**src/rtl/mem_access_seq_if.sv**
```systemverilog
// -----------------------------------------------------------------------------
// mem_access_seq_if
//
// Bundles the host-side strobes/buses and the SRAM pins of mem_access_seq.
//
// Host side:
//   addr_in/addr_en    address bus value and its "driven" qualifier
//   xfer_in            transfer bus value (write data)
//   rd_n/wr_n          active-low read/write start strobes
//   post_inc_n         active-low post-increment request
//   assert_xfer        active-low drive enable for the memory data register
//   xfer_out/xfer_en   memory data register and its bus drive enable
//   inc_n              active-low increment pulse to the address register
//   busy/done/err      sequencer status
// SRAM side:
//   mem_addr/mem_wdata/mem_rdata, mem_ce_n/mem_oe_n/mem_we_n
//
// Modports: slave = sequencer, master = whoever drives the host side and
// models the SRAM.
// -----------------------------------------------------------------------------
interface mem_access_seq_if #(
  parameter int ADDR_WIDTH = 16,
  parameter int DATA_WIDTH = 8
);

  logic [ADDR_WIDTH-1:0] addr_in;
  logic                  addr_en;
  logic [DATA_WIDTH-1:0] xfer_in;
  logic                  rd_n;
  logic                  wr_n;
  logic                  post_inc_n;
  logic                  assert_xfer;
  logic [DATA_WIDTH-1:0] xfer_out;
  logic                  xfer_en;
  logic [ADDR_WIDTH-1:0] mem_addr;
  logic [DATA_WIDTH-1:0] mem_wdata;
  logic [DATA_WIDTH-1:0] mem_rdata;
  logic                  mem_ce_n;
  logic                  mem_oe_n;
  logic                  mem_we_n;
  logic                  inc_n;
  logic                  busy;
  logic                  done;
  logic                  err;

  modport slave (
    input  addr_in, addr_en, xfer_in, rd_n, wr_n, post_inc_n, assert_xfer,
           mem_rdata,
    output xfer_out, xfer_en, mem_addr, mem_wdata, mem_ce_n, mem_oe_n,
           mem_we_n, inc_n, busy, done, err
  );

  modport master (
    output addr_in, addr_en, xfer_in, rd_n, wr_n, post_inc_n, assert_xfer,
           mem_rdata,
    input  xfer_out, xfer_en, mem_addr, mem_wdata, mem_ce_n, mem_oe_n,
           mem_we_n, inc_n, busy, done, err
  );

endinterface

```
**src/rtl/mem_access_seq.sv**
```systemverilog
// -----------------------------------------------------------------------------
// mem_access_seq
//
// Multi-cycle SRAM access sequencer. In IDLE it samples the address bus and
// the transfer bus when exactly one of rd_n/wr_n is low and the address bus is
// driven, then runs SETUP -> ACCESS (WAIT_STATES+1 cycles) -> FINISH. Read data
// is captured into the memory data register on the last ACCESS edge and is
// permanently presented on xfer_out. Malformed requests in IDLE produce a
// one-cycle err pulse; strobes outside IDLE are ignored.
//
// Parameters:
//   ADDR_WIDTH   address bus / SRAM address width
//   DATA_WIDTH   transfer bus / SRAM data width
//   WAIT_STATES  extra ACCESS cycles, 0..15
//
// Ports:
//   clk    system clock, rising edge
//   reset  synchronous active-high reset, priority over any request
//   bus    mem_access_seq_if.slave (host strobes, transfer bus, SRAM pins)
//
// All outputs are registered except xfer_out (data register) and xfer_en.
// -----------------------------------------------------------------------------
module mem_access_seq #(
  parameter int ADDR_WIDTH  = 16,
  parameter int DATA_WIDTH  = 8,
  parameter int WAIT_STATES = 1
) (
  input  logic              clk,
  input  logic              reset,
  mem_access_seq_if.slave   bus
);

  localparam logic [1:0] ST_IDLE   = 2'd0;
  localparam logic [1:0] ST_SETUP  = 2'd1;
  localparam logic [1:0] ST_ACCESS = 2'd2;
  localparam logic [1:0] ST_FINISH = 2'd3;

  // Wait counter is 4 bits wide, so only the low nibble of WAIT_STATES matters.
  localparam logic [3:0] WAIT_LD = 4'(WAIT_STATES);

  logic [1:0]            r_state;
  logic [3:0]            r_cnt;
  logic                  r_op_rd;     // latched op: 1 = read, 0 = write
  logic                  r_post_inc;  // latched post-increment request
  logic [ADDR_WIDTH-1:0] r_mem_addr;
  logic [DATA_WIDTH-1:0] r_mem_wdata;
  logic [DATA_WIDTH-1:0] r_data;      // memory data register
  logic                  r_ce_n;
  logic                  r_oe_n;
  logic                  r_we_n;
  logic                  r_inc_n;
  logic                  r_busy;
  logic                  r_done;
  logic                  r_err;

  logic                  w_accept;
  logic                  w_any_req;
  logic                  w_is_read;

  // A request is well formed only with exactly one strobe low and the
  // address bus actually driven; anything else with a strobe low is rejected.
  assign w_accept  = (bus.rd_n ^ bus.wr_n) & bus.addr_en;
  assign w_any_req = ~bus.rd_n | ~bus.wr_n;
  assign w_is_read = ~bus.rd_n;

  always_ff @(posedge clk) begin
    if (reset) begin
      r_state     <= ST_IDLE;
      r_cnt       <= 4'd0;
      r_op_rd     <= 1'b0;
      r_post_inc  <= 1'b0;
      r_mem_addr  <= '0;
      r_mem_wdata <= '0;
      r_data      <= '0;
      r_ce_n      <= 1'b1;
      r_oe_n      <= 1'b1;
      r_we_n      <= 1'b1;
      r_inc_n     <= 1'b1;
      r_busy      <= 1'b0;
      r_done      <= 1'b0;
      r_err       <= 1'b0;
    end else begin
      // Pulse outputs default to inactive and are raised for one cycle below.
      r_done  <= 1'b0;
      r_err   <= 1'b0;
      r_inc_n <= 1'b1;

      case (r_state)
        ST_IDLE: begin
          if (w_accept) begin
            r_state    <= ST_SETUP;
            r_busy     <= 1'b1;
            r_ce_n     <= 1'b0;
            r_mem_addr <= bus.addr_in;
            r_op_rd    <= w_is_read;
            r_post_inc <= ~bus.post_inc_n;
            if (!w_is_read) begin
              r_mem_wdata <= bus.xfer_in;
            end
          end else if (w_any_req) begin
            r_err <= 1'b1;
          end
        end

        // Address has settled for one cycle with only chip enable low, so
        // the direction strobe never moves together with the address.
        ST_SETUP: begin
          r_state <= ST_ACCESS;
          r_cnt   <= WAIT_LD;
          r_oe_n  <= ~r_op_rd;
          r_we_n  <= r_op_rd;
        end

        // Counter runs WAIT_LD..0, giving WAIT_STATES+1 ACCESS cycles.
        ST_ACCESS: begin
          if (r_cnt == 4'd0) begin
            r_state <= ST_FINISH;
            r_ce_n  <= 1'b1;
            r_oe_n  <= 1'b1;
            r_we_n  <= 1'b1;
            r_done  <= 1'b1;
            r_inc_n <= ~r_post_inc;
            if (r_op_rd) begin
              r_data <= bus.mem_rdata;
            end
          end else begin
            r_cnt <= r_cnt - 4'd1;
          end
        end

        ST_FINISH: begin
          r_state <= ST_IDLE;
          r_busy  <= 1'b0;
        end

        default: begin
          r_state <= ST_IDLE;
          r_busy  <= 1'b0;
          r_ce_n  <= 1'b1;
          r_oe_n  <= 1'b1;
          r_we_n  <= 1'b1;
        end
      endcase
    end
  end

  assign bus.xfer_out  = r_data;
  assign bus.xfer_en   = ~bus.assert_xfer;
  assign bus.mem_addr  = r_mem_addr;
  assign bus.mem_wdata = r_mem_wdata;
  assign bus.mem_ce_n  = r_ce_n;
  assign bus.mem_oe_n  = r_oe_n;
  assign bus.mem_we_n  = r_we_n;
  assign bus.inc_n     = r_inc_n;
  assign bus.busy      = r_busy;
  assign bus.done      = r_done;
  assign bus.err       = r_err;

endmodule

```
**src/flat_wrapper.sv**
```systemverilog
// flat-port wrapper written by rule: the top's interface ports become plain ports
module mem_access_seq_flat 
#(
  parameter int ADDR_WIDTH  = 16,
  parameter int DATA_WIDTH  = 8,
  parameter int WAIT_STATES = 1
)
  (clk, reset, bus_addr_in, bus_addr_en, bus_xfer_in, bus_rd_n, bus_wr_n, bus_post_inc_n, bus_assert_xfer, bus_mem_rdata, bus_xfer_out, bus_xfer_en, bus_mem_addr, bus_mem_wdata, bus_mem_ce_n, bus_mem_oe_n, bus_mem_we_n, bus_inc_n, bus_busy, bus_done, bus_err);
  mem_access_seq_if #(.ADDR_WIDTH(ADDR_WIDTH), .DATA_WIDTH(DATA_WIDTH)) bus_i ();
  input  logic clk;
  input  logic reset;
  input wire logic [$bits(bus_i.addr_in)-1:0] bus_addr_in;
  input wire logic [$bits(bus_i.addr_en)-1:0] bus_addr_en;
  input wire logic [$bits(bus_i.xfer_in)-1:0] bus_xfer_in;
  input wire logic [$bits(bus_i.rd_n)-1:0] bus_rd_n;
  input wire logic [$bits(bus_i.wr_n)-1:0] bus_wr_n;
  input wire logic [$bits(bus_i.post_inc_n)-1:0] bus_post_inc_n;
  input wire logic [$bits(bus_i.assert_xfer)-1:0] bus_assert_xfer;
  input wire logic [$bits(bus_i.mem_rdata)-1:0] bus_mem_rdata;
  output wire logic [$bits(bus_i.xfer_out)-1:0] bus_xfer_out;
  output wire logic [$bits(bus_i.xfer_en)-1:0] bus_xfer_en;
  output wire logic [$bits(bus_i.mem_addr)-1:0] bus_mem_addr;
  output wire logic [$bits(bus_i.mem_wdata)-1:0] bus_mem_wdata;
  output wire logic [$bits(bus_i.mem_ce_n)-1:0] bus_mem_ce_n;
  output wire logic [$bits(bus_i.mem_oe_n)-1:0] bus_mem_oe_n;
  output wire logic [$bits(bus_i.mem_we_n)-1:0] bus_mem_we_n;
  output wire logic [$bits(bus_i.inc_n)-1:0] bus_inc_n;
  output wire logic [$bits(bus_i.busy)-1:0] bus_busy;
  output wire logic [$bits(bus_i.done)-1:0] bus_done;
  output wire logic [$bits(bus_i.err)-1:0] bus_err;
  assign bus_i.addr_in = bus_addr_in;
  assign bus_i.addr_en = bus_addr_en;
  assign bus_i.xfer_in = bus_xfer_in;
  assign bus_i.rd_n = bus_rd_n;
  assign bus_i.wr_n = bus_wr_n;
  assign bus_i.post_inc_n = bus_post_inc_n;
  assign bus_i.assert_xfer = bus_assert_xfer;
  assign bus_i.mem_rdata = bus_mem_rdata;
  assign bus_xfer_out = bus_i.xfer_out;
  assign bus_xfer_en = bus_i.xfer_en;
  assign bus_mem_addr = bus_i.mem_addr;
  assign bus_mem_wdata = bus_i.mem_wdata;
  assign bus_mem_ce_n = bus_i.mem_ce_n;
  assign bus_mem_oe_n = bus_i.mem_oe_n;
  assign bus_mem_we_n = bus_i.mem_we_n;
  assign bus_inc_n = bus_i.inc_n;
  assign bus_busy = bus_i.busy;
  assign bus_done = bus_i.done;
  assign bus_err = bus_i.err;
  mem_access_seq #(.ADDR_WIDTH(ADDR_WIDTH), .DATA_WIDTH(DATA_WIDTH), .WAIT_STATES(WAIT_STATES)) u_core (.clk(clk), .reset(reset), .bus(bus_i));
endmodule
```
**config.mk**
```make
export PLATFORM = sky130hd
export DESIGN_NAME = mem_access_seq_flat
export DESIGN_NICKNAME = d
export VERILOG_FILES = /design/src/rtl/mem_access_seq_if.sv /design/src/rtl/mem_access_seq.sv /design/src/flat_wrapper.sv
export SDC_FILE = /design/constraint.sdc
export NUM_CORES = 1
export LEC_CHECK = 0
export ABC_CLOCK_PERIOD_IN_PS = 1400
export CORE_MARGIN = 2
export CORE_UTILIZATION = 38
export DETAILED_ROUTE_END_ITERATION = 6
export GPL_TIMING_DRIVEN = 1
export PLACE_DENSITY = 0.84
export REMOVE_ABC_BUFFERS = 1
export SYNTH_ARGS = -nofsm -noshare
export SYNTH_HDL_FRONTEND = slang
export SYNTH_SLANG_ARGS = --single-unit
export TNS_END_PERCENT = 100
```
**constraint.sdc**
```tcl
create_clock -name clk -period 1.4 [get_ports clk]
set_input_delay 0.28 -clock clk [delete_from_list [all_inputs] [get_ports clk]]
set_output_delay 0.28 -clock clk [all_outputs]
set_load 0.01 [all_outputs]
```
After elaboration in Yosys (flattened, before gate mapping)
Cells that the tools add are included.
Widths: inputs -> output; s select.
{"block": "word_totals", "inputBits": 39, "memories": 0, "latchBits": 0, "ram_bits": 0, "output_inout_bits": 40, "register_bits": 47, "mem_bits_ro": 0}
{"block": "classes", "bitwise_logic": 12, "eq_ne": 6, "reduce_logical": 16, "n_div": 0, "n_shift": 0, "addsub": 1, "multipliers": 0, "n_mux": 14, "magnitude_cmp": 0}
{"cell": "$reduce_and 2->1", "count": 5}
{"cell": "$not 1->1", "count": 9}
{"cell": "$reduce_and 3->1", "count": 3}
{"cell": "$pmux 1 s2", "count": 4}
{"cell": "$pmux 2 s4", "count": 1}
{"cell": "$pmux 4 s2", "count": 1}
{"cell": "$reduce_bool 2->1", "count": 3}
{"cell": "$reduce_or 3->1", "count": 2}
{"cell": "$mux 1", "count": 5}
{"cell": "$eq 2x2->1 const B", "count": 2}
{"cell": "$logic_not 4->1", "count": 1}
{"cell": "$mux 2", "count": 2}
{"cell": "$mux 4", "count": 1}
{"cell": "$ne 2x1->1 const B", "count": 2}
{"cell": "$sub 4x1->4 const B", "count": 1}
{"cell": "$eq 2x1->1 const B", "count": 1}
{"cell": "$logic_not 2->1", "count": 1}
{"cell": "$ne 2x2->1 const B", "count": 1}
{"cell": "$reduce_or 2->1", "count": 1}
{"cell": "$and 1x1->1", "count": 1}
{"cell": "$or 1x1->1", "count": 1}
{"cell": "$xor 1x1->1", "count": 1}

Longest topological paths before layout
{"block": "logic_depth", "word_depth": 4, "mapped_depth": 6, "depth_no_buf": 5}

Least setup slack after synthesis
OpenSTA, ideal clock, no wires.
{"block": "synth_timing", "path_kind": "register to register", "start": "register u_core.r_state[1]", "end": "register u_core.r_we_n, in the netlist u_core.bus.mem_we_n", "period_less_slack_ns": 1.465, "t_arrival_ns": 1.342, "stages_incl_launch_ff": 6, "setup_time_ns": 0.123, "required_ns": 1.277, "path_slack_ns": -0.065, "path_cell_list": "dfxtp_1 -> inv_1 -> ha_1 -> or3b_2 -> a21oi_1 -> o21ai_0"}
{"block": "synth_via", "elab_chain_len": 3, "elab_cells_between_ends": 6, "cone_classes": "3 x eq/ne; 1 x mux; 2 x reduce/logical"}
{"element": "start, declared", "line_no": "mem_access_seq.sv:41", "rtl": "logic [1:0] r_state;"}
{"element": "start signal, assigned", "line_no": "mem_access_seq.sv:68", "rtl": "r_state <= ST_IDLE;"}
{"element": "start signal, assigned", "line_no": "mem_access_seq.sv:91", "rtl": "r_state <= ST_SETUP;"}
{"element": "start signal, assigned", "line_no": "mem_access_seq.sv:108", "rtl": "r_state <= ST_ACCESS;"}
{"element": "$eq 2x2->1 / $eq 2x1->1 (equally long branches)", "line_no": "mem_access_seq.sv:88", "rtl": "case (r_state)"}
{"element": "$ne 2x1->1 (no source line) / $reduce_bool 2->1 (equally long branches)"}
{"element": "$reduce_and 2->1 (no source line)"}
{"element": "end signal, assigned", "line_no": "mem_access_seq.sv:111", "rtl": "r_we_n <= r_op_rd;"}
{"element": "end, declared", "line_no": "mem_access_seq.sv:50", "rtl": "logic r_we_n;"}
Several ways; a longest one is shown, not always the timed one.
A chain may end at the register's enable or synchronous reset.

Final worst setup path
{"block": "layout_timing", "start": "register u_core.r_state[0]", "end": "register u_core.r_cnt[2]"}
{"block": "layout_via", "elab_chain_len": 3, "elab_cells_between_ends": 6, "cone_classes": "3 x eq/ne; 1 x mux; 2 x reduce/logical"}
{"element": "$eq 2x2->1 / $eq 2x1->1 (equally long branches)", "line_no": "mem_access_seq.sv:88"}
{"element": "$ne 2x2->1 (no source line) / $reduce_bool 2->1 (equally long branches)"}
{"element": "$reduce_and 2->1 (no source line)"}
{"element": "end signal, assigned", "line_no": "mem_access_seq.sv:127", "rtl": "r_cnt <= r_cnt - 4'd1;"}
{"element": "end, declared", "line_no": "mem_access_seq.sv:42", "rtl": "logic [3:0] r_cnt;"}
Several ways; a longest one is shown, not always the timed one.

==> run_results.csv <==
group,metric,value,unit
yosys,seq_area_frac_synth,48.4,%
place,place_hpwl,3.45,mm
place,numPlacedInstances,380,
yosys,synthCells,224,
routing,wirelength,5.09,mm
worst_setup_path,path_class,"reg2reg",
power,p_int,3.29,mW
sta,period_share,106,%
clock_network,cts_made_buffers,5,
finish,utilization,63.8,%
floorplan,fp.coreArea,0.00501,mm2
power,p_leak,1.35,nW
finish,regArea,946,um2
global_routing,antenna_found_initial,0,
yosys,synth_top_family_by_area,"simple AND/OR/NAND/NOR gates",
finish,final_cells,395,
global_routing,grt_pass1_vias,1805,
power,peakVddDrop,841,uV
clock_network,cts_tree,"built",
yosys,avgSynthCellArea,8.67,um2
yosys,synth_fa_ha_area_share,4.51,%
run,maxCapViolations,0,
power,pwr_density_cell,1520,mW/mm2
floorplan,initial_core_util,38.8,%
routing,num_vias,1910,
place,io_buffers,78,
yosys,synth_compound_area_share,12.5,%
yosys,synth-seq-cells,47,
clock_network,ctsHtreeMaxLevel,2,
global_routing,grt-ovfl-total,0,
sta,layout_setup_ws,-78.6,ps
finish,final_cell_mix,"nand2_1 (52), dfxtp_1 (43), dlygate4sd2_1 (41)",
worst_setup_path,cp-end-kind,"flip-flop",
routing,drtIter0Drc,45,
worst_setup_path,cp.arrival,1720,ps
yosys,yosysUniqueCellTypes,34,
global_routing,grt_pass1_wl,7.56,mm
floorplan,fp.dieArea,0.00570,mm2
worst_setup_path,cp.required,1640,ps
power,p_sw_share,32.4,%
routing,wl_per_cell,12.9,um
yosys,synthXorXnorAreaFrac,0,%
finish,drive_gt1_share,19.1,%
sta,fmax,676,MHz
clock_network,clock_tree.root_cell,"clkbuf_8",
yosys,synth.cell_area,0.00194,mm2
power,clockPowerShare,21.0,%
routing,first_pass_iters,4,
clock_network,ctsLongestPathBuffers,2,
clock_network,clkTransAtPathRegs,90,ps
global_routing,track_usage,17.5,%
sta,finalSetupViolCount,9,
clock_network,clock_latency,310,ps
clock_network,clock_sinks,47,
finish,multiInputGateArea,1000,um2
min_path,hold_class,"in2reg",
sta,worst_slew_pin_slew,531,ps
sta,maxSlewViolCount,0,
finish,fillers,436,
worst_setup_path,crit_fanout,5,
floorplan,die-height,75.5,um
sta,slew_headroom,64.6,%
sta,min_period,1480,ps
yosys,ys_warn_count,0,
worst_setup_path,setup.worst_path.start_class,"flip-flop",
run_status,status,"finished with violations",
floorplan,row_count,26,
yosys,synth-simple-area-share,25.2,%
power,p_comb_share,45.6,%
routing,drc,0,
power,power,4.86,mW
place,dpl_cell_area,0.00294,mm2
place,gp_congestion,0.782,
clock_network,ctsHoldBuffers,0,
power,p_sw,1.57,mW
finish,design_area,0.00320,mm2
run_status,violations,"setup timing",
place,pre_cts_ws,-424,ps
sta,hold_violations,0,
yosys,synthMuxAreaShare,4.64,%
floorplan,die_w,75.5,um
sta,fin_skew,8.82,ps
global_routing,grt_max_degree,33,
finish,area_growth,64.5,%
finish,nNetsFinal,370,
routing,ant_nets,0,
sta,rsz0062_at_grt,"true",
power,p_seq_share,33.4,%
floorplan,ioPinCount,79,
finish,layout_commonest_cell,"nand2_1",
routing,viasPerCell,4.84,
finish,diodes,0,
worst paths after layout:
kind / startpoint / endpoint / slack [ps] / depth (start not counted)
max: u_core.r_state[0] / u_core.r_cnt[2] / -80 / 5
min: bus_wr_n / u_core.bus.err / 320 / 3
max reg2reg: u_core.r_state[0] / u_core.r_cnt[2] / -80 / 5
min reg2reg: u_core.r_post_inc / u_core.bus.inc_n / 410 / 1
worst max-delay path, cell delays in order, from the launching register on:
cell and delay (ps):
dfxtp_2 360, inv_4 60, ha_4 290, inv_1 50, or4_1 520, a21oi_1 130
routing by layer:
metal	share of wire [%]	track usage, %
met5	0	0
met4	1.9	7.02
met3	6.9	4.37
met2	50	33.5
met1	41	18.1
synthesized netlist by cell type:
cell type	n	area share, %
nor3b_4	1	0.97
nand2b_1	19	6.1
o21ai_0	6	1.5
a221oi_1	1	0.45
nand3b_1	2	0.77
and4_1	1	0.45
nor2b_1	1	0.32
nand3_1	2	0.52
and2b_2	1	0.45
a21bo_2	1	0.52
nand4b_1	1	0.45
and3_1	1	0.32
buf_2	5	1.3
and3_2	1	0.39
a211oi_1	2	0.77
clkbuf_1	6	1.2
nor3_1	3	0.77
or3b_4	1	0.58
nand2_1	52	10
nor2_1	6	1.2
ha_1	7	4.5
inv_1	8	1.5
mux2i_1	9	4.6
or2b_1	1	0.39
a41oi_1	1	0.45
buf_6	1	0.58
or3b_2	1	0.45
dfxtp_1	47	48
a311o_2	1	0.58
or4_1	1	0.39
nand4_1	2	0.64
a31oi_1	3	0.97
a21oi_1	28	7.2
buf_1	1	0.19
cells by family after synthesis:
kind of cell / count (synthesis)
mux: 9
flops: 47
buf+inv: 21
fa+ha+maj: 7
compound gates: 43
simple gates: 97
per-stage QoR:
stage | TNS [ps] | hold slack, ps
3_3_place_gp | -9890 | 380
4_1_cts | -352 | 415
6_report | -140 | 318
2_1_floorplan | -434 | 349
3_5_place_dp | -11260 | 381
5_1_grt | -1100 | 336
flip-flops by register name, indices dropped and copies added, names as in the netlist:
register and count:
u_core.bus.xfer_out 8, u_core.bus.mem_addr 16, u_core.bus.mem_oe_n 1, u_core.bus.mem_wdata 8
u_core.r_cnt 4, u_core.bus.mem_we_n 1, u_core.r_post_inc 1, u_core.bus.err 1
u_core.bus.inc_n 1, u_core.bus.mem_ce_n 1, u_core.r_op_rd 1, u_core.bus.busy 1
u_core.bus.done 1, u_core.r_state 2
final cells by class:
cell class	instances	share of cell area, %
tap	70	2.74
clock inverter	3	1.45
timing repair buffer	106	31.8
multi-input combinational	156	31.3
inverter	8	1.02
sequential	47	29.6
clock buffer	5	2.15
power groups by stage:
stage	sequential (mW)	combinational [mW]	clock, mW
6_report	1.62	2.22	1.02
5_1_grt	1.64	2.40	1.09
4_1_cts	1.61	1.96	1.04
3_5_place_dp	1.63	1.77	0
3_3_place_gp	1.62	1.72	0
2_1_floorplan	1.69	0.780	0
what timing repair did:
item	4_1_cts	5_1_grt
endpoints found under the hold margin	0	0
endpoints found under the setup margin	71	27
pin swaps	3	8
setup buffers	3	3
gates cloned	0	1
gates resized for setup	61	13
No activity file was read; power rests on OpenSTA's default activity.
